==> config.mk <==
export PLATFORM = sky130hd
export DESIGN_NAME = square_note_seq
export DESIGN_NICKNAME = d
export VERILOG_FILES = /design/src/rtl/square_note_seq.sv
export SDC_FILE = /design/constraint.sdc
export NUM_CORES = 1
export LEC_CHECK = 0
export CAP_MARGIN = 5
export CORE_MARGIN = 4
export CORE_UTILIZATION = 30
export DETAILED_ROUTE_END_ITERATION = 8
export GPL_TIMING_DRIVEN = 0
export PLACE_DENSITY_LB_ADDON = 0.25
export SYNTH_ARGS = -nofsm -noshare
export SYNTH_HDL_FRONTEND = slang
export SYNTH_SLANG_ARGS = --single-unit
==> constraint.sdc <==
create_clock -name clk -period 6.5 [get_ports clk]
set_input_delay 0.65 -clock clk [delete_from_list [all_inputs] [get_ports clk]]
set_output_delay 0.65 -clock clk [all_outputs]
set_load 0.01 [all_outputs]
==> src/rtl/square_note_seq.sv <==
// Note sequencer: queues {period, duration} notes and plays them frame by frame
// into the square-wave divider, with an optional silent gap between notes.
module square_note_seq #(
    parameter int WIDTH      = 16,
    parameter int DUR_W      = 16,
    parameter int DEPTH_LOG2 = 3,
    parameter int GAP_FRAMES = 2
) (
    input  logic                  clk,
    input  logic                  reset,
    input  logic                  wr,
    input  logic [WIDTH-1:0]      wr_period,
    input  logic [DUR_W-1:0]      wr_dur,
    input  logic                  flush,
    input  logic                  enable,
    input  logic                  frame,
    output logic [WIDTH-1:0]      period,
    output logic                  gate,
    output logic                  busy,
    output logic                  full,
    output logic [DEPTH_LOG2:0]   level,
    output logic                  done
);

    localparam int DEPTH = 1 << DEPTH_LOG2;
    localparam int GAP_W = (GAP_FRAMES > 1) ? $clog2(GAP_FRAMES + 1) : 1;

    typedef enum logic [1:0] {
        S_IDLE,
        S_PLAY,
        S_GAP
    } state_t;

    logic [WIDTH-1:0] mem_period [DEPTH];
    logic [DUR_W-1:0] mem_dur    [DEPTH];

    state_t                state_q, state_d;
    logic [DEPTH_LOG2-1:0] wr_ptr_q, wr_ptr_d;
    logic [DEPTH_LOG2-1:0] rd_ptr_q, rd_ptr_d;
    logic [DEPTH_LOG2:0]   level_q, level_d;
    logic [DUR_W-1:0]      rem_q, rem_d;
    logic [GAP_W-1:0]      gap_q, gap_d;
    logic [WIDTH-1:0]      period_q, period_d;
    logic                  gate_q, gate_d;
    logic                  done_q, done_d;
    logic                  full_q, full_d;
    logic                  busy_q, busy_d;

    logic                  wr_acc;
    logic                  pop;
    logic                  frame_en;
    logic                  have_note;
    logic [WIDTH-1:0]      head_period;
    logic [DUR_W-1:0]      head_dur;

    assign head_period = mem_period[rd_ptr_q];
    assign head_dur    = mem_dur[rd_ptr_q];
    assign frame_en    = frame && enable;
    assign have_note   = (level_q != '0);
    assign wr_acc      = wr && !full_q && !flush;

    always_comb begin
        state_d  = state_q;
        rem_d    = rem_q;
        gap_d    = gap_q;
        period_d = period_q;
        gate_d   = gate_q;
        done_d   = 1'b0;
        pop      = 1'b0;

        if (flush) begin
            state_d  = S_IDLE;
            gate_d   = 1'b0;
            period_d = '0;
        end else begin
            case (state_q)
                S_IDLE: begin
                    pop = have_note;
                end
                S_PLAY: begin
                    if (frame_en) begin
                        if (rem_q > DUR_W'(1)) begin
                            rem_d = rem_q - DUR_W'(1);
                        end else if (GAP_FRAMES > 0) begin
                            gate_d  = 1'b0;
                            gap_d   = GAP_W'(GAP_FRAMES);
                            state_d = S_GAP;
                        end else if (have_note) begin
                            pop = 1'b1;
                        end else begin
                            gate_d   = 1'b0;
                            period_d = '0;
                            state_d  = S_IDLE;
                            done_d   = 1'b1;
                        end
                    end
                end
                S_GAP: begin
                    if (frame_en) begin
                        if (gap_q > GAP_W'(1)) begin
                            gap_d = gap_q - GAP_W'(1);
                        end else if (have_note) begin
                            pop = 1'b1;
                        end else begin
                            period_d = '0;
                            state_d  = S_IDLE;
                            done_d   = 1'b1;
                        end
                    end
                end
                default: begin
                    state_d = S_IDLE;
                end
            endcase

            if (pop) begin
                period_d = head_period;
                gate_d   = (head_period != '0);
                rem_d    = (head_dur == '0) ? DUR_W'(1) : head_dur;
                state_d  = S_PLAY;
            end
        end
    end

    // Queue bookkeeping; a flush discards everything including a same-edge write
    always_comb begin
        wr_ptr_d = wr_ptr_q;
        rd_ptr_d = rd_ptr_q;
        level_d  = level_q;
        if (flush) begin
            wr_ptr_d = '0;
            rd_ptr_d = '0;
            level_d  = '0;
        end else begin
            if (wr_acc) begin
                wr_ptr_d = wr_ptr_q + 1'b1;
            end
            if (pop) begin
                rd_ptr_d = rd_ptr_q + 1'b1;
            end
            if (wr_acc && !pop) begin
                level_d = level_q + 1'b1;
            end else if (!wr_acc && pop) begin
                level_d = level_q - 1'b1;
            end
        end
        full_d = (level_d == (DEPTH_LOG2 + 1)'(DEPTH));
        busy_d = (state_d != S_IDLE);
    end

    always_ff @(posedge clk) begin
        if (wr_acc) begin
            mem_period[wr_ptr_q] <= wr_period;
            mem_dur[wr_ptr_q]    <= wr_dur;
        end
    end

    always_ff @(posedge clk or posedge reset) begin
        if (reset) begin
            state_q  <= S_IDLE;
            wr_ptr_q <= '0;
            rd_ptr_q <= '0;
            level_q  <= '0;
            rem_q    <= '0;
            gap_q    <= '0;
            period_q <= '0;
            gate_q   <= 1'b0;
            done_q   <= 1'b0;
            full_q   <= 1'b0;
            busy_q   <= 1'b0;
        end else begin
            state_q  <= state_d;
            wr_ptr_q <= wr_ptr_d;
            rd_ptr_q <= rd_ptr_d;
            level_q  <= level_d;
            rem_q    <= rem_d;
            gap_q    <= gap_d;
            period_q <= period_d;
            gate_q   <= gate_d;
            done_q   <= done_d;
            full_q   <= full_d;
            busy_q   <= busy_d;
        end
    end

    assign period = period_q;
    assign gate   = gate_q;
    assign busy   = busy_q;
    assign full   = full_q;
    assign level  = level_q;
    assign done   = done_q;

endmodule

Word level (Yosys, flattened, before mapping)
Memories as Yosys holds them, arrays and structs flattened.
Cells that the tools add are included.
{"block": "word_totals", "ff_bits": 50, "ramBits": 256, "output_inout_bits": 24, "word_cells": 108, "n_memories": 2}
{"memory": "mem_dur", "depth": 8, "word_bits": 16, "rd": 1, "rd_ports_with_merged_regs": 0, "write_ports": 1, "line": "35", "source": "logic [DUR_W-1:0] mem_dur [DEPTH];"}
{"memory": "mem_period", "depth": 8, "word_bits": 16, "rd": 1, "rd_ports_with_merged_regs": 0, "write_ports": 1, "line": "34", "source": "logic [WIDTH-1:0] mem_period [DEPTH];"}
{"block": "classes", "n_addsub": 6, "magnitude_cmp": 2, "eq_ne": 10, "muxes": 49, "bitwise": 1, "reduce_logical": 27}
{"op": "$mux 16", "n": 11}
{"op": "$mux 2", "n": 11}
{"op": "$mux 1", "n": 17}
{"op": "$gt 16x1->1 const B", "n": 1}
{"op": "$logic_not 16->1", "n": 1}
{"op": "$reduce_bool 16->1", "n": 1}
{"op": "$sub 16x1->16 const B", "n": 1}
{"op": "$reduce_bool 2->1", "n": 7}
{"op": "$mux 3", "n": 4}
{"op": "$mux 4", "n": 3}
{"op": "$ne 3x2->1 const B", "n": 3}
{"op": "$reduce_bool 3->1", "n": 3}
{"op": "$ne 2x2->1 const B", "n": 4}
{"op": "$reduce_and 4->1", "n": 2}
{"op": "$add 3x1->3 const B", "n": 2}
{"op": "$pmux 2 s3", "n": 1}
{"op": "$reduce_and 6->1", "n": 1}
{"op": "$logic_and 1x1->1", "n": 5}
{"op": "$add 4x1->4 const B", "n": 1}
{"op": "$eq 4x4->1 const B", "n": 1}
{"op": "$logic_not 1->1", "n": 4}
{"op": "$pmux 2 s2", "n": 1}
{"op": "$reduce_bool 4->1", "n": 1}
{"op": "$sub 4x1->4 const B", "n": 1}
{"op": "other kinds (8)", "n": 8}

Depth between registers and ports, before layout
Gate-level depths: netlist of the first run.
{"block": "logic_depth", "ltp_word": 12, "depth_mapped": 9}

Least setup slack after synthesis of the first run
No wires, ideal clock.
{"block": "synth_path", "path_type": "in2reg", "from": "input flush", "to": "memory mem_dur[0][0] (enable)", "arrival_ns": 3.488, "setup_slack_ns": 2.551, "cell_stages": 3, "n_path_buf": 1, "path_cell_list": "buf_1 > or3_1 > nor3_1"}
{"block": "synth_between", "elab_chain_len": 4}
{"item": "start: declaration", "line": "14", "source": "input logic flush,"}
{"item": "$logic_not 1->1", "line": "60", "source": "assign wr_acc = wr && !full_q && !flush;"}
{"item": "$logic_and 1x1->1", "line": "60"}
{"item": "$mux 1", "line": "152", "source": "if (wr_acc) begin"}
{"item": "$mux 1 (implied by the code)", "line": "154", "source": "mem_dur[wr_ptr_q] <= wr_dur;"}
{"item": "end: declaration", "line": "35"}
No other way between the ends.

Final worst setup path of the first run
{"block": "layout_path", "from": "register rd_ptr_q[2]", "to": "register gate_q (netlist: gate)"}
{"block": "layout_between", "elab_chain_len": 4}
{"item": "start: declaration", "line": "39", "source": "logic [DEPTH_LOG2-1:0] rd_ptr_q, rd_ptr_d;"}
{"item": "start signal: assignment", "line": "174", "source": "rd_ptr_q <= rd_ptr_d;"}
{"item": "$mem_v2 8x16"}
{"item": "$reduce_bool 16->1", "line": "118", "source": "gate_d = (head_period != '0);"}
{"item": "$mux 1", "line": "116", "source": "if (pop) begin"}
{"item": "$mux 1", "line": "71", "source": "if (flush) begin"}
{"item": "end signal: assignment", "line": "179", "source": "gate_q <= gate_d;"}
{"item": "end: declaration", "line": "44", "source": "logic gate_q, gate_d;"}
No other way between the ends.
A chain may end at the register's enable or synchronous reset.

==> impl_metrics.yaml, run 1 <==
timing:
  hold_viol: 0
  clock.fmax_mhz: 281
  slew_violations: 0
  worst_pin_slew_ns: 1.26
  final.min_clock_period_ns: 3.56
  fin_ws_ns: 2.94
  holdWs_ns: 0.454
  rsz0062_at_grt: "no"
  skew_ns: 0.0230
  setup_viol: 0
  setup_tns_ns: 0
  period_share_pct: 54.8
  max_slew_margin_pct: 15.7
floorplan:
  die_area_um2: 44400
  die_w_um: 211
  start_util_pct: 30.7
  core_area_um2: 40200
  rows: 73
  io_pins: 62
  die_h_um: 211
yosys:
  synth_nets: 715
  synth_flop_cell: "edfxtp_1"
  yosys.area.top_type: "edfxtp_1"
  synth_seq_cells: 306
  synth_commonest_cells: "256 x edfxtp_1, 64 x mux4_2, 50 x dfrtp_1"
  netlist_area_um2: 12300
  netlist_instances: 670
  ys_warn_count: 0
  ys_types: 57
  synthTopCellsByArea: "edfxtp_1 62%, mux4_2 12%, dfrtp_1 10%"
  synth.most_common_cell: "edfxtp_1"
  async_reset_ff_share_pct: 16.3
  synth_edf_count: 256
  syn_area_per_cell_um2: 18.4
  ys_seq_area_share_pct: 72.5
  yosys.area.top_type_share_pct: 62.4
run_status:
  status: "complete, no violations"
placement:
  dp_slack_ns: 2.85
  port-buffer-count: 61
  place.gp.congestion: 0.814
  hpwlAfterDp_um: 18600
detailed_routing:
  wl_um: 28800
  post-route-drc-count: 0
  vias: 6517
  drtAntennaViolNets: 0
  drt-wirelength-per-cell_um: 21.6
  via_per_inst: 4.89
  drt_iter0_drc: 496
  drt_pass1_iterations: 4
clock_network:
  cts_setup_buffers: 0
  ctsHtreeMaxLevel: 2
  cts-root-buf: "clkbuf_16"
  clkSinkCount: 306
  path_clk_slew_ns: 0.06
  postCtsResizedCells: 0
  cts_tree: "yes"
  cts_inserted_buffers: 35
  cts_buffer_depth: 3
  holdBufCountCts: 0
  insertion_delay_ns: 0.52
grt:
  met1_usage_pct: 19.3
  grt_antenna_before_repair: 1
  globalRoute.totalOverflow: 0
  use_met3_pct: 2.32
  busiest_layer: "met2"
  grt_pass1_wl_um: 44000
  grt_start_max_net_pins: 37
  use_met2_pct: 19.8
  grt_usage_pct: 13.0
  grt_pass1_vias: 6832
final_layout:
  drive_gt1_share_pct: 20.7
  finalNetCount: 828
  fillers: 3759
  syn_to_final_growth_pct: 21.3
  antenna_cells: 0
pwr:
  powerDensity_nw_per_um2: 379
  irDropWorstVdd_uv: 163
  cellLeakagePower_nw: 4.82
worst_setup_path:
  crit_fanout: 10
  cp_slowest_cell: "nor4_1"
  cp-start-kind: "register"
  arrival_ns: 3.96
  cp_cell_sequence: "clkbuf_1 > clkbuf_1 > mux4_2 > mux2i_1 > nand4_1 > nor4_1 > nor2_1 > a41o_1"
  max_stage_delay_ns: 0.71
  crit_top_cell: "clkbuf_1"
  criticalPathCategory: "register to register"
  worst_setup_path_end_kind: "register"
  cp_top_family: "buffers and inverters"
  critPathBufInv: 2
  critPathRequiredTime_ns: 6.90
flow_run:
  drv_cap: 0
hold_path:
  min-delay-path-class: "primary input to async pin"
-- per-stage QoR --
| stage | cells | cell area (um2) | utilization, % | power, mW |
|---|---|---|---|---|
| finish | 1333 | 15000 | 37.2 | 5.66 |
| global route | 1333 | 15000 | 37.2 | 5.97 |
| CTS | 1333 | 15000 | 37.2 | 5.74 |
| detailed placement | 1271 | 13900 | 34.5 | 3.87 |
| global placement | 1256 | 13600 | 33.8 | 3.85 |
| floorplan | 670 | 12300 | - | 3.35 |
-- logic make-up (layout without fill, tap and decap cells) --
group / after synthesis / after routing / share of synthesized area (%)
DFF: 306 / 306 / 72.5
and+or+nand+nor: 149 / 149 / 6.49
muxes: 100 / 100 / 14.7
AOI/OAI and AO/OA: 59 / 59 / 3.31
buffers and inverters: 40 / 178 / 1.57
adders and majority gates: 9 / 9 / 0.873
xor gates and xnor gates: 7 / 7 / 0.498
-- layout make-up --
type | instances | area, um2 | area share (%)
inverter | 11 | 41.3 | 0.276
clock buffer | 45 | 913 | 6.11
buffer | 29 | 153 | 1.02
tap | 525 | 657 | 4.39
clock inverter | 17 | 159 | 1.06
sequential | 306 | 8940 | 59.8
timing repair buffer | 76 | 845 | 5.65
multi-input combinational | 324 | 3240 | 21.7
-- report_power, final --
group          internal [mW]  leakage (nW)  switching [mW]
Clock                   1.08         0.515           0.764
Combinational          0.637          1.36           0.748
Sequential              2.31          2.95           0.123
-- state kept, by name, summed over array words and instances, names as in the netlist, 3 cells and up --
| name | flops |
|---|---|
| level | 4 |
| mem_dur | 128 |
| mem_period | 128 |
| period | 16 |
| rd_ptr_q | 3 |
| rem_q | 16 |
| wr_ptr_q | 3 |
-- cells in the final DEF (no fill, tap or decap), types with 19 or more instances in the layout --
cell type,instances
clkbuf_1,23
mux4_2,64
nand3_1,19
nor2_1,22
dfrtp_1,50
nand2_1,45
clkdlybuf4s50_1,61
edfxtp_1,256
mux2i_1,27
clkbuf_16,35
-- worst reg2reg max path, cell delays in order, from the launching register on --
cell,delay (ns)
dfrtp_1,0.37
clkbuf_1,0.47
clkbuf_1,0.61
mux4_2,0.42
mux2i_1,0.33
nand4_1,0.22
nor4_1,0.71
nor2_1,0.11
a41o_1,0.23
-- layer usage --
| metal | routed length (um) | part of all wire (%) |
|---|---|---|
| met5 | 5 | 0.017 |
| met3 | 1250 | 4.3 |
| met2 | 13100 | 46 |
| met4 | 673 | 2.3 |
| met1 | 13800 | 48 |
-- path summary, 6_finish.rpt --
kind	start	end	slack, ns	cells past startpoint
setup / recovery	rd_ptr_q[2]	gate	2.94	8
hold / removal	reset	level[3]	0.45	2
setup reg to reg	rd_ptr_q[2]	gate	2.94	8
hold reg to reg	period[7]	period[7]	0.48	2
max in group asynchronous	reset	period[4]	5.48	3
min in group clk	period[7]	period[7]	0.48	2
No activity file was read; power rests on OpenSTA's default activity.
==> run 2, diff against run 1 <==
==> constraint.sdc (replaced) <==
create_clock -name clk -period 3.2 [get_ports clk]
set_input_delay 0.32 -clock clk [delete_from_list [all_inputs] [get_ports clk]]
set_output_delay 0.32 -clock clk [all_outputs]
set_load 0.01 [all_outputs]
==> run 2 against run 1 <==
Count of clock-buffer cells in the layout fell by 5. Largest cell class unchanged. Flip-flop and latch count stayed put. Sequential share of layout area down 0.26 points. Critical path type unchanged.
==> impl_metrics.yaml, run 2 (same netlist as run 1, synthesis figures left out) <==
detailed_routing:
  wl_um: 28000
  post-route-drc-count: 0
  via_per_inst: 4.88
  drtAntennaViolNets: 0
  drt-wirelength-per-cell_um: 21.1
  drt_pass1_iterations: 5
  vias: 6476
  drt_iter0_drc: 430
pwr:
  p_comb_share_pct: 24.5
  clock_power_share_pct: 32.7
  netSwitchingPower_mw: 3.32
  cellLeakagePower_nw: 4.85
  cellInternalPower_mw: 8.22
  irDropWorstVdd_uv: 464
  seqPwrFrac_pct: 42.8
  sw_frac_of_total_pct: 28.8
  powerDensity_nw_per_um2: 769
timing:
  clock.fmax_mhz: 337
  setup_tns_ns: 0
  period_share_pct: 92.8
  skew_ns: 0.0242
  setup_viol: 0
  worst_pin_slew_ns: 0.906
  hold_viol: 0
  final.min_clock_period_ns: 2.97
  holdWs_ns: 0.117
  max_slew_margin_pct: 39.4
  slew_violations: 0
final_layout:
  fillers: 3769
  finalNetCount: 823
  antenna_cells: 0
  drive_gt1_share_pct: 21.4
  largestRegisters: "mem_dur x128, mem_period x128"
  final_common_cell: "edfxtp_1"
  syn_to_final_growth_pct: 21.9
  final_cell_mix: "256 x edfxtp_1, 64 x mux4_2, 61 x clkdlybuf4s50_1, 50 x dfrtp_1, 45 x nand2_1"
worst_setup_path:
  rr_worst_depth: 8
  crit_fanout: 10
  critPathRequiredTime_ns: 3.59
  criticalPathCategory: "register to register"
  startpoint: "rd_ptr_q[1]"
  rrSetupSlack_ns: 0.23
  arrival_ns: 3.36
  r2r_start: "rd_ptr_q[1]"
  worst_setup_path_end_kind: "register"
  endpoint: "gate"
  cp-start-kind: "register"
  timing.rr.end: "gate"
clock_network:
  ctsHtreeMaxLevel: 2
  clkSinkCount: 306
  cts-root-buf: "clkbuf_16"
  cts_inserted_buffers: 34
  insertion_delay_ns: 0.52
  cts_buffer_depth: 3
  cts_tree: "yes"
  cts_setup_buffers: 0
  path_clk_slew_ns: 0.06
grt:
  grt_usage_pct: 12.6
  grt_pass1_vias: 6724
  grt_pass1_wl_um: 42500
  grt_antenna_before_repair: 2
  grt_start_max_net_pins: 35
  globalRoute.totalOverflow: 0
floorplan:
  die_area_um2: 44400
  start_util_pct: 30.7
  die_h_um: 211
  rows: 73
  die_w_um: 211
  core_area_um2: 40200
  io_pins: 62
placement:
  port-buffer-count: 61
  place.gp.congestion: 0.789
  hpwlAfterDp_um: 18200
hold_path:
  min-delay-path-class: "primary input to async pin"
flow_run:
  drv_cap: 0
run_status:
  status: "complete, no violations"
[run 2: cell types whose count changed in the layout (fill, tap and decap cells not counted), moves of 3 or more]
| cell | before | now |
|---|---|---|
| clkbuf_1 | 23 | 16 |
| clkbuf_2 | 0 | 3 |
| buf_1 | 7 | 3 |
| buf_16 | 0 | 4 |
| buf_6 | 11 | 4 |
[run 2: cell type report]
type | count | area, um2 | area share, %
well taps | 525 | 657 | 4.37
clock inverters | 20 | 203 | 1.35
clock buffers | 40 | 873 | 5.82
inverters | 11 | 41.3 | 0.275
plain buffers | 28 | 163 | 1.08
repair buffers | 73 | 871 | 5.80
multi-input cells | 324 | 3270 | 21.8
flip-flops and latches | 306 | 8940 | 59.5
[run 2: timing repair]
action | CTS | global route
hold buffers | 0 | 0
setup endpoints to repair | 1 | 11
endpoints found under the hold margin | 0 | 0
gates resized for setup | 7 | 3
gates cloned | 0 | 0
[run 2: routing by layer]
metal / vias to the layer above / global-route usage (%) / part of all wire, %
met5: - / 0 / 0.097
met4: 4 / 3.00 / 1.5
met3: 34 / 2.63 / 4.9
met2: 167 / 19.4 / 46
met1: 3342 / 18.4 / 47
li1: 2929 / - / -
[run 2: critical path, cell delays in order (launching register included)]
cell,delay [ns]
dfrtp_1,0.39
buf_6,0.19
buf_2,0.37
mux4_2,0.56
mux2i_1,0.28
nand4_1,0.32
nor4_2,0.44
nor2_1,0.08
a41o_1,0.21
[run 2: through the flow]
stage	area (um2)	total power [mW]	util (%)	worst slack [ns]	instances
after global routing	15000	12.1	37.4	-0.0186	1327
final	15000	11.5	37.4	0.232	1327
after CTS	15000	11.7	37.3	0.00220	1327
after global placement	13600	7.80	33.8	-2.10	1256
after detailed placement	13900	7.88	34.6	-0.402	1268
after floorplan	12300	6.80	-	0.400	670
[run 2: how the worst min path moves through the flow]
stage	start	end	slack (ns)	cells past startpoint
global route	reset	done	0.16	2
finish	reset	state_q[0]	0.12	2
CTS	reset	done	0.12	2
floorplan	wr_dur[0]	mem_dur[0][0]	0.42	0
global placement	period[0]	period[0]	0.47	2
detailed placement	period[5]	period[5]	0.47	2
[run 2: power by group through the flow]
| stage | combinational [mW] | sequential (mW) | clock [mW] |
|---|---|---|---|
| CTS | 2.88 | 4.94 | 3.88 |
| finish | 2.82 | 4.94 | 3.78 |
| global placement | 2.78 | 5.02 | 0 |
| detailed placement | 2.86 | 5.01 | 0 |
| floorplan | 1.78 | 5.02 | 0 |
| global route | 3.09 | 4.99 | 4.07 |
==> run 3, diff against run 2 <==
--- a/config.mk
+++ b/config.mk
@@ -9,8 +9,10 @@
 export CORE_MARGIN = 4
 export CORE_UTILIZATION = 30
 export DETAILED_ROUTE_END_ITERATION = 8
+export DONT_BUFFER_PORTS = 1
 export GPL_TIMING_DRIVEN = 0
 export PLACE_DENSITY_LB_ADDON = 0.25
+export SKIP_CTS_REPAIR_TIMING = 1
 export SYNTH_ARGS = -nofsm -noshare
 export SYNTH_HDL_FRONTEND = slang
 export SYNTH_SLANG_ARGS = --single-unit
==> run 3 against run 2 <==
Count of clock-buffer cells in the layout is 1 higher. Non-clock buffer count fell by 25. Worst setup slack improved by 0.0070 ns. Combinational power decreased by 11%. Via count up 0.22%.
==> impl_metrics.yaml, run 3 (same netlist as run 1, synthesis figures left out) <==
floorplan:
  io_pins: 62
  die_w_um: 211
  core_area_um2: 40200
  die_h_um: 211
  start_util_pct: 30.7
  die_area_um2: 44400
  rows: 73
hold_path:
  worstHoldEndpoint: "gap_q[0]"
  worstHoldStart: "frame"
  hold_depth: 3
  min-delay-path-class: "primary input to register"
detailed_routing:
  wl_um: 28000
  drt_pass1_iterations: 5
  vias: 6490
  drtAntennaViolNets: 0
  drt_iter0_drc: 529
  post-route-drc-count: 0
  via_per_inst: 4.97
  drt-wirelength-per-cell_um: 21.5
final_layout:
  drive_gt1_share_pct: 23.2
  final_common_cell: "edfxtp_1"
  fin_area_um2: 14800
  final_cell_mix: "256 x edfxtp_1, 64 x mux4_2, 50 x dfrtp_1, 45 x nand2_1, 36 x dlygate4sd3_1"
  finalNetCount: 798
  syn_to_final_growth_pct: 20.2
  largestRegisters: "mem_dur x128, mem_period x128"
worst_setup_path:
  crit_fanout: 11
  critPathBufInv: 1
  criticalPathCategory: "register to register"
  r2r_start: "rd_ptr_q[2]"
  arrival_ns: 3.38
  max_stage_delay_ns: 0.65
  cp-start-kind: "register"
  rrSetupSlack_ns: 0.24
  critPathRequiredTime_ns: 3.62
  cp_top_family: "simple AND/OR/NAND/NOR gates"
  worst_setup_path_end_kind: "register"
  cp_cell_sequence: "clkbuf_2 > mux4_2 > mux2i_1 > nand4_1 > nor4_2 > nor2_1 > a41o_1"
  rr_worst_depth: 7
  timing.rr.end: "gate"
  cp_slowest_cell: "dfrtp_1"
pwr:
  sw_frac_of_total_pct: 29.3
  clock_power_share_pct: 34.0
  p_comb_share_pct: 22.0
  irDropWorstVdd_uv: 381
  cellLeakagePower_nw: 4.79
  power_mw: 11.4
  netSwitchingPower_mw: 3.34
  seqPwrFrac_pct: 44.0
  cellInternalPower_mw: 8.06
  powerDensity_nw_per_um2: 771
grt:
  grt_start_max_net_pins: 37
  globalRoute.totalOverflow: 0
  grt_antenna_before_repair: 2
  grt_usage_pct: 12.7
  grt_pass1_vias: 6456
  grt_pass1_wl_um: 42600
timing:
  final.min_clock_period_ns: 2.96
  max_slew_margin_pct: 46.9
  worst_pin_slew_ns: 0.796
  setup_viol: 0
  period_share_pct: 92.5
  rsz0062_at_grt: "no"
  slew_violations: 0
  skew_ns: 0.0163
  clock.fmax_mhz: 338
  hold_viol: 0
clock_network:
  cts_tree: "yes"
  insertion_delay_ns: 0.52
  path_clk_slew_ns: 0.07
  cts_inserted_buffers: 34
  cts-root-buf: "clkbuf_16"
  cts_buffer_depth: 3
  ctsHtreeMaxLevel: 2
  clkSinkCount: 306
placement:
  place.gp.congestion: 0.795
  hpwlAfterDp_um: 18300
  placed_area_um2: 13300
  port-buffer-count: 0
run_status:
  status: "complete, no violations"
flow_run:
  drv_cap: 0
==> run 3: power groups by stage <==
stage	clock network (mW)	logic (mW)	registers (mW)
floorplan	0	1.78	5.02
global placement	0	2.40	5.10
detailed placement	0	2.48	5.10
CTS	3.99	2.49	5.02
global route	4.18	2.78	5.06
finish	3.88	2.51	5.02
==> run 3: worst max path at each step <==
stage                start                 to  slack, ns  cells past startpoint
2_1_floorplan         full      mem_dur[2][0]       0.40                      3
3_3_place_gp          full  mem_period[7][11]      -1.51                      4
3_5_place_dp   rd_ptr_q[2]               gate      -0.34                      8
4_1_cts        rd_ptr_q[2]               gate      -0.36                      8
5_1_grt           level[1]          period[2]       0.08                      8
6_report       rd_ptr_q[2]               gate       0.24                      7
==> run 3: stage by stage <==
stage / TNS (ns) / std cells / hold WS, ns / worst slack [ns] / utilization [%]
6_report: 0 / 1305 / 0.0618 / 0.239 / 36.8
5_1_grt: 0 / 1304 / 0.0793 / 0.0798 / 36.8
4_1_cts: -0.362 / 1269 / -0.366 / -0.362 / 35.9
3_5_place_dp: -0.340 / 1207 / 0.200 / -0.340 / 33.1
3_3_place_gp: -362.41 / 1195 / 0.419 / -1.51 / 32.3
2_1_floorplan: 0 / 670 / 0.419 / 0.400 / -
==> run 3: layout make-up <==
cell class                 instances  area (um2)
antenna                            1        2.50
buffer                            28         156
clock buffer                      41         928
clock inverter                    21         204
fill                            3740       25400
inverter                          11        41.3
multi-input combinational        324        3270
sequential                       306        8940
tap                              525         657
timing repair buffer              48         608
==> run 3: per-layer routing <==
metal / routed length, um / global-route usage, % / vias up
met4: 709 / 3.53 / 4
li1: - / - / 2881
met2: 12600 / 19.1 / 196
met5: 21 / 0 / -
met1: 12900 / 18.5 / 3354
met3: 1710 / 3.00 / 55
==> run 3: worst register-to-register path, stage by stage (launching register included) <==
cell	delay, ns
dfrtp_1	0.65
clkbuf_2	0.41
mux4_2	0.35
mux2i_1	0.33
nand4_1	0.30
nor4_2	0.50
nor2_1	0.10
a41o_1	0.22
